**config.mk**
```make
export PLATFORM = sky130hd
export DESIGN_NAME = sram_like_arbiter
export DESIGN_NICKNAME = d
export VERILOG_FILES = /design/src/rtl/sram_like_pkg.sv /design/src/rtl/sram_like_arbiter.sv
export SDC_FILE = /design/constraint.sdc
export NUM_CORES = 1
export LEC_CHECK = 0
export BUFFER_PORTS_ARGS = -buffer_cell sky130_fd_sc_hd__clkbuf_2
export CAP_MARGIN = 20
export CORE_AREA = 10 10 141 143
export CTS_BUF_LIST = sky130_fd_sc_hd__clkbuf_8
export DETAILED_ROUTE_END_ITERATION = 8
export DIE_AREA = 0 0 151 153
export PLACE_DENSITY_LB_ADDON = 0.05
export SLEW_MARGIN = 5
export SYNTH_ARGS = -nofsm -noshare
export SYNTH_HDL_FRONTEND = slang
export SYNTH_SLANG_ARGS = --single-unit
```
**constraint.sdc**
```tcl
create_clock -name clk -period 3.6 [get_ports clk]
set_input_delay 0.72 -clock clk [delete_from_list [all_inputs] [get_ports clk]]
set_output_delay 0.72 -clock clk [all_outputs]
set_load 0.005 [all_outputs]
```
**src/rtl/sram_like_pkg.sv**
```systemverilog
// Shared types for the sram-like port arbiter: FSM state codes, transfer
// sizes, and a bundled view of one master's request fields.
package sram_like_pkg;

  typedef enum logic [2:0] {
    IDLE   = 3'd0,
    I_REQ  = 3'd1,
    D_REQ  = 3'd2,
    I_DATA = 3'd3,
    D_DATA = 3'd4
  } state_t;

  localparam logic [1:0] SIZE_BYTE = 2'b00;
  localparam logic [1:0] SIZE_HALF = 2'b01;
  localparam logic [1:0] SIZE_WORD = 2'b10;

  typedef struct packed {
    logic        req;
    logic        wr;
    logic [1:0]  size;
    logic [31:0] addr;
    logic [31:0] wdata;
  } sram_req_t;

  function automatic logic owner_is_inst(input state_t s);
    return (s == I_REQ) || (s == I_DATA);
  endfunction

  function automatic logic owner_is_data(input state_t s);
    return (s == D_REQ) || (s == D_DATA);
  endfunction

endpackage

```
**src/rtl/sram_like_arbiter.sv**
```systemverilog
// Two-to-one arbiter sharing one sram-like memory port between the inst and
// data converters; one outstanding transaction, data first, bounded inst wait.
module sram_like_arbiter
  import sram_like_pkg::*;
#(
  parameter int STARVE_LIMIT = 4
) (
  input  logic        clk,
  input  logic        resetn,
  input  logic        inst_req,
  input  logic        inst_wr,
  input  logic [1:0]  inst_size,
  input  logic [31:0] inst_addr,
  input  logic [31:0] inst_wdata,
  output logic        inst_addr_ok,
  output logic        inst_data_ok1,
  output logic        inst_data_ok2,
  output logic [31:0] inst_rdata1,
  output logic [31:0] inst_rdata2,
  input  logic        data_req,
  input  logic        data_wr,
  input  logic [1:0]  data_size,
  input  logic [31:0] data_addr,
  input  logic [31:0] data_wdata,
  output logic        data_addr_ok,
  output logic        data_data_ok,
  output logic [31:0] data_rdata,
  output logic        mem_req,
  output logic        mem_wr,
  output logic [1:0]  mem_size,
  output logic [31:0] mem_addr,
  output logic [31:0] mem_wdata,
  input  logic        mem_addr_ok,
  input  logic        mem_data_ok1,
  input  logic        mem_data_ok2,
  input  logic [31:0] mem_rdata1,
  input  logic [31:0] mem_rdata2,
  output logic        busy,
  output state_t      state,
  output logic [2:0]  starve_cnt
);

  localparam logic [2:0] LIMIT = 3'(STARVE_LIMIT);

  // Handshake: a request is accepted in the cycle where mem_req and
  // mem_addr_ok are both high; the response is the first mem_data_ok1 at or
  // after that cycle. Only the owning master ever sees addr_ok or data_ok.
  sram_req_t inst_bus;
  sram_req_t data_bus;
  sram_req_t sel;
  logic      own_i;
  logic      own_d;
  logic      req_phase;

  always_comb begin
    inst_bus = '{req: inst_req, wr: inst_wr, size: inst_size,
                 addr: inst_addr, wdata: inst_wdata};
    data_bus = '{req: data_req, wr: data_wr, size: data_size,
                 addr: data_addr, wdata: data_wdata};
  end

  assign own_i     = owner_is_inst(state);
  assign own_d     = owner_is_data(state);
  assign req_phase = (state == I_REQ) || (state == D_REQ);

  always_comb begin
    sel = '0;
    if (own_i) begin
      sel = inst_bus;
    end else if (own_d) begin
      sel = data_bus;
    end
  end

  // Fields stay with the owner through the data phase; only req drops.
  assign mem_req   = sel.req & req_phase;
  assign mem_wr    = sel.wr;
  assign mem_size  = sel.size;
  assign mem_addr  = sel.addr;
  assign mem_wdata = sel.wdata;

  assign inst_addr_ok  = (state == I_REQ) & mem_addr_ok;
  assign data_addr_ok  = (state == D_REQ) & mem_addr_ok;
  assign inst_data_ok1 = own_i & mem_data_ok1;
  assign inst_data_ok2 = own_i & mem_data_ok2;
  assign data_data_ok  = own_d & mem_data_ok1;

  assign inst_rdata1 = mem_rdata1;
  assign inst_rdata2 = mem_rdata2;
  assign data_rdata  = mem_rdata1;

  assign busy = (state != IDLE);

  always_ff @(posedge clk or negedge resetn) begin
    if (!resetn) begin
      state      <= IDLE;
      starve_cnt <= 3'd0;
    end else begin
      case (state)
        IDLE: begin
          if (inst_req && (starve_cnt == LIMIT)) begin
            state      <= I_REQ;
            starve_cnt <= 3'd0;
          end else if (data_req) begin
            state <= D_REQ;
            if (!inst_req) begin
              starve_cnt <= 3'd0;
            end else if (starve_cnt < LIMIT) begin
              starve_cnt <= starve_cnt + 3'd1;
            end
          end else if (inst_req) begin
            state      <= I_REQ;
            starve_cnt <= 3'd0;
          end else begin
            starve_cnt <= 3'd0;
          end
        end
        I_REQ, D_REQ: begin
          // A withdrawn request abandons the slot without any handshake.
          if (!sel.req) begin
            state <= IDLE;
          end else if (mem_addr_ok && mem_data_ok1) begin
            state <= IDLE;
          end else if (mem_addr_ok) begin
            state <= (state == I_REQ) ? I_DATA : D_DATA;
          end
        end
        I_DATA, D_DATA: begin
          if (mem_data_ok1) begin
            state <= IDLE;
          end
        end
        default: state <= IDLE;
      endcase
    end
  end

endmodule

```
==> results of run 1 <==
==> power by group through the flow <==
| stage | registers [mW] | clock network (mW) | logic (mW) |
|---|---|---|---|
| floorplan | 0.108 | 0 | 0.855 |
| global placement | 0.143 | 0 | 1.47 |
| CTS | 0.143 | 0.107 | 1.45 |
| detailed placement | 0.145 | 0 | 1.44 |
| finish | 0.141 | 0.102 | 1.40 |
| global route | 0.148 | 0.112 | 1.53 |
==> final cells by class <==
class	instances	area, um2
antenna	1	2.50
clock buffer	3	41.3
fill	2029	14500
inverter	3	11.3
multi-input combinational	108	890
sequential	6	150
tap	225	282
timing repair buffer	223	1140
==> cells in the mapped netlist (all sizes together) <==
master  number
nor3         3
nand4b       1
buf        107
nand2        7
nand3b       2
and2         3
a22o        68
a21oi        2
mux2         3
nand3        1
nand2b       1
o21ai        2
nor2b        2
xnor2        1
or3          1
nor3b        1
o31ai        1
nor4b        1
clkbuf       8
a221oi       1
nor2         3
inv          3
ha           2
dfrtp        6
a21o         2
==> registers in the layout (all words and copies together), names as in the netlist <==
register	cells
state	3
starve_cnt	3
==> through the flow <==
stage / setup WS [ns] / util, % / power (mW) / cells / cell area [um2]
final: 0.979 / 14.7 / 1.64 / 569 / 2510
after global routing: 0.809 / 14.7 / 1.79 / 568 / 2510
after CTS: 0.943 / 14.7 / 1.70 / 568 / 2510
after detailed placement: 1.20 / 14.5 / 1.58 / 565 / 2470
after global placement: 1.21 / 14.5 / 1.61 / 565 / 2470
after floorplan: 1.58 / - / 0.963 / 232 / 1860
==> kinds of logic after synthesis <==
| logic type | count (synthesis) | share of synthesized area, % |
|---|---|---|
| AOI/OAI and AO/OA | 76 | 35.4 |
| xor gates and xnor gates | 1 | 0.472 |
| muxes | 3 | 2.02 |
| DFF | 6 | 8.09 |
| adders and majority gates | 2 | 1.35 |
| buffers and inverters | 118 | 44.6 |
| and+or+nand+nor | 26 | 8.03 |
==> final timing paths <==
kind                                      startpoint                         to  cells after the start
max in group asynchronous                     resetn  starve_cnt[0]$_DFFE_PN0P_                      1
min in group clk           starve_cnt[1]$_DFFE_PN0P_  starve_cnt[1]$_DFFE_PN0P_                      1
hold / removal                                resetn       state[0]$_DFFE_PN0P_                      1
hold reg to reg            starve_cnt[1]$_DFFE_PN0P_  starve_cnt[1]$_DFFE_PN0P_                      1
setup reg to reg                state[0]$_DFFE_PN0P_       state[1]$_DFFE_PN0P_                      4
setup / recovery                state[2]$_DFFE_PN0P_                mem_addr[8]                      5
==> metal layers <==
| metal | wire, um | share of wire [%] |
|---|---|---|
| met3 | 1530 | 12 |
| met4 | 172 | 1.4 |
| met2 | 7220 | 57 |
| met5 | 0 | 0 |
| met1 | 3660 | 29 |
==> worst max-delay path: cells and delay by family, from the launching register on <==
kind | cells | cell delay [ns]
XOR/XNOR | 1 | 0.17
AO/OA/AOI/OAI | 1 | 0.22
AND/OR/NAND/NOR | 1 | 0.11
buffers and inverters | 2 | 0.58
flip-flops | 1 | 0.57
==> results.json, run 1 <==
{
  "grt_pass1_wl_mm": 16.6,
  "cts.path.max_buffers": 2,
  "sw_frac_of_total_pct": 49.2,
  "viasPerCell": 3.71,
  "core_area_um2": 17100,
  "synth-seq-area-share_pct": 8.09,
  "grt_usage_pct": 9.60,
  "fin_crit_sh_pct": 72.8,
  "numCtsBuffers": 3,
  "finalSetupViolCount": 0,
  "grt_pass1_vias": 2142,
  "overflow": 0,
  "final_cell_mix": "220 x clkbuf_2, 68 x a22o_1, 7 x nand2_1",
  "drive_above_1_share_pct": 68.2,
  "ys_ff_latch": 6,
  "met1_usage_pct": 8.04,
  "ff2ff_setup_slack_ns": 1.86,
  "critPathSlowestCell": "dfrtp_1",
  "max_stage_delay_ns": 0.57,
  "ys_types": 32,
  "max-slew-margin-rel_pct": 64.4,
  "syn_area_um2": 1860,
  "tightest_slew_ns": 0.534,
  "rsz0062_at_grt": "false",
  "holdWs_ns": 0.332,
  "antenna_found_initial": 1,
  "path_class": "reg2out",
  "hp-class": "in2async",
  "maxCapViolCount": 0,
  "die_x_um": 151,
  "timing.fmax_ghz": 0.382,
  "port_buffers": 220,
  "cts_tree": "built",
  "ys_warn_count": 0,
  "ir_worst_vdd_mv": 0.231,
  "hold_viol_final": 0,
  "ant_nets": 0,
  "grt_max_degree": 72,
  "grtUsageMet2_pct": 20.3,
  "syn_nets": 439,
  "yosysTopAreaCell": "buf_4",
  "die_area_um2": 23100,
  "start_kind": "flop",
  "worstPathMaxFanout": 46,
  "power.density_nw_per_um2": 652,
  "status": "finished clean",
  "tns_ns": 0,
  "power_frac_seq_pct": 8.6,
  "pwr-share-comb_pct": 85.2,
  "dpl.hpwl_mm": 11.2,
  "busiest_layer": "met2",
  "cts_setup_buffers": 0,
  "fin_nets": 552,
  "use_met3_pct": 3.57,
  "leakagePower_nw": 1.44,
  "fin_worst_skew_ns": 0.00128,
  "path_cells": "xnor2_1, nor2_4, buf_4, a22o_1, clkbuf_2",
  "worstPathArrival_ns": 1.90,
  "endpoint_kind": "primary output",
  "die_h_um": 153,
  "clock_power_share_pct": 6.2,
  "switching_power_mw": 0.807,
  "initial_core_util_pct": 10.9,
  "holdBufCountCts": 0,
  "cp.required_ns": 2.88,
  "period_needed_ns": 2.62,
  "pin_count": 381,
  "finalWirelength_mm": 12.6,
  "final_common_cell": "clkbuf_2",
  "drt_first_pass_iters": 4,
  "p_int_mw": 0.831,
  "cts-resized-gates": 0,
  "via_count": 2113,
  "clkSlewWorstSetupHoldPaths_ns": 0.04,
  "avgSynthCellArea_um2": 8.00,
  "synthTopCellsByArea": "buf_4 40%, a22o_1 32%, dfrtp_1 8.1%",
  "synthToLayoutAreaGrowth_pct": 35.4,
  "row_count": 48,
  "cts_num_sinks": 6,
  "cts.root.buffer_cell": "clkbuf_8",
  "drc": 0,
  "h-tree-depth": 1,
  "slew_viol_final": 0,
  "place.gp.congestion": 0.802,
  "drtIter0Drc": 88,
  "wire_per_inst_um": 22.1,
  "synthCells": 232,
  "yosysTopAreaCellShare_pct": 40.1,
  "insertion_delay_ns": 0.22
}
(Power assumes the default switching activity.)
==> inputs of run 2 (changes only) <==
Settings changed: CORE_AREA 10 10 141 143 to 10 10 138 140, DIE_AREA 0 0 151 153 to 0 0 148 150.
Clock period 3.6 ns to 2.7 ns, I/O delays scaled along.
==> run 2 against run 1 <==
Against the previous run:
- design area down 0.15%
- critical endpoint is now mem_wdata[7]
- non-clock buffer count down 1
- largest cell class unchanged
- routed wire length fell by 1.2%
- hold slack got worse by 0.18 ns
- total power is 33% higher
- first-iteration DRC count rose by 17%
- utilization increased by 0.62 points
- register-to-register slack got worse by 0.84 ns
- critical path type unchanged
- flip-flop and latch count stayed put
==> results.json, run 2 (synthesis gave the netlist of run 1 again) <==
{
  "n_fill_cell": 1959,
  "p_int_mw": 1.12,
  "critPathSlowestCell": "dfrtp_1",
  "drc": 0,
  "dp_worst_setup_slack_ns": 0.608,
  "overflow": 0,
  "finalSetupViolCount": 0,
  "worstPathArrival_ns": 1.77,
  "tightest_slew_ns": 0.392,
  "insertion_delay_ns": 0.22,
  "biggestRegsByFlops": "starve_cnt: 3 flops, state: 3 flops",
  "register_area_um2": 150,
  "grt_pass1_wl_mm": 16.5,
  "grt_usage_pct": 9.79,
  "ir_worst_vdd_mv": 0.287,
  "cts.root.buffer_cell": "clkbuf_8",
  "holdBufCountCts": 0,
  "worstPathMaxFanout": 69,
  "h-tree-depth": 1,
  "maxCapViolCount": 0,
  "cts_tree": "built",
  "cp.depth": 4,
  "port_buffers": 220,
  "power.density_nw_per_um2": 869,
  "fin_total_pwr_mw": 2.18,
  "stdcell_area_um2": 2510,
  "rsz0062_at_grt": "false",
  "via_count": 2069,
  "cts_setup_buffers": 0,
  "diodes": 0,
  "clock_power_share_pct": 6.1,
  "path_class": "reg2out",
  "ant_nets": 0,
  "fin_crit_sh_pct": 85.7,
  "fin_nets": 551,
  "start_kind": "flop",
  "numCtsBuffers": 3,
  "pwr-share-comb_pct": 85.4,
  "max_stage_delay_ns": 0.56,
  "initial_core_util_pct": 11.4,
  "switching_power_mw": 1.06,
  "dpl.hpwl_mm": 10.8,
  "synthToLayoutAreaGrowth_pct": 35.2,
  "placed_cells": 559,
  "clkSlewWorstSetupHoldPaths_ns": 0.04,
  "fin_worst_skew_ns": 0.00232,
  "grt_max_degree": 70,
  "leakagePower_nw": 1.43,
  "dpl_cell_area_um2": 2470,
  "status": "finished clean",
  "multi_input_area_um2": 890,
  "hold_viol_final": 0,
  "critPathTopFamily": "flip-flops",
  "place.gp.congestion": 0.769,
  "sw_frac_of_total_pct": 48.7,
  "timing.fmax_ghz": 0.432,
  "slew_viol_final": 0,
  "period_needed_ns": 2.31,
  "die_x_um": 148,
  "setup_ws_ns": 0.386,
  "holdWs_ns": 0.153,
  "die_h_um": 150,
  "final_core_util_pct": 15.3,
  "drive_above_1_share_pct": 68.1,
  "cts_num_sinks": 6,
  "path_cells": "nor2b_4, buf_12, a22o_1, clkbuf_2",
  "wire_per_inst_um": 22.1,
  "tns_ns": 0,
  "antenna_found_initial": 1,
  "drt_first_pass_iters": 4,
  "grt_pass1_vias": 2141,
  "core_area_um2": 16300,
  "cts.path.max_buffers": 2,
  "hp-class": "in2async",
  "final_cell_mix": "220 x clkbuf_2, 68 x a22o_1, 7 x nand2_1",
  "final_common_cell": "clkbuf_2",
  "cp.required_ns": 2.16,
  "die_area_um2": 22200,
  "cts-resized-gates": 0,
  "viasPerCell": 3.68,
  "max-slew-margin-rel_pct": 73.8,
  "drtIter0Drc": 103,
  "power_frac_seq_pct": 8.5,
  "reg2regPathDepth": 4,
  "endpoint_kind": "primary output",
  "finalWirelength_mm": 12.4,
  "row_count": 47,
  "crit_buf_inv": 2,
  "pin_count": 381,
  "instances_no_fill": 562
}
-- run 2: cell count changes in the layout (fill, tap and decap cells not counted) --
cell / change
diode_2: -1
buf_4: -2
buf_12: +1
-- run 2: layer usage --
layer,wire (um),part of all wire [%],global-route usage [%],vias to the layer above
met5,13,0.10,0,-
met2,6790,55,18.3,167
met1,3960,32,9.65,933
met3,1660,13,5.43,5
met4,6,0.048,0.694,2
li1,-,-,-,962
-- run 2: final timing paths --
kind	start	to	slack [ns]
setup / recovery	state[0]$_DFFE_PN0P_	mem_wdata[7]	0.39
hold / removal	resetn	starve_cnt[1]$_DFFE_PN0P_	0.15
setup reg to reg	state[0]$_DFFE_PN0P_	state[0]$_DFFE_PN0P_	1.02
hold reg to reg	starve_cnt[1]$_DFFE_PN0P_	starve_cnt[1]$_DFFE_PN0P_	0.56
max in group asynchronous	resetn	starve_cnt[2]$_DFFE_PN0P_	2.38
min in group clk	starve_cnt[1]$_DFFE_PN0P_	starve_cnt[1]$_DFFE_PN0P_	0.56
-- run 2: power groups by stage --
stage	logic [mW]	clock network, mW	registers [mW]
6_report	1.86	0.134	0.184
5_1_grt	2.05	0.148	0.196
4_1_cts	1.96	0.140	0.185
3_5_place_dp	1.94	0	0.185
3_3_place_gp	1.95	0	0.184
2_1_floorplan	1.14	0	0.144
-- run 2: final cells by class --
| type | count | area share [%] |
|---|---|---|
| Timing Repair Buffer | 222 | 45.5 |
| Clock buffer | 3 | 1.65 |
| Tap cell | 220 | 11.0 |
| Multi-Input combinational cell | 108 | 35.5 |
| Sequential cell | 6 | 5.99 |
| Inverter | 3 | 0.449 |
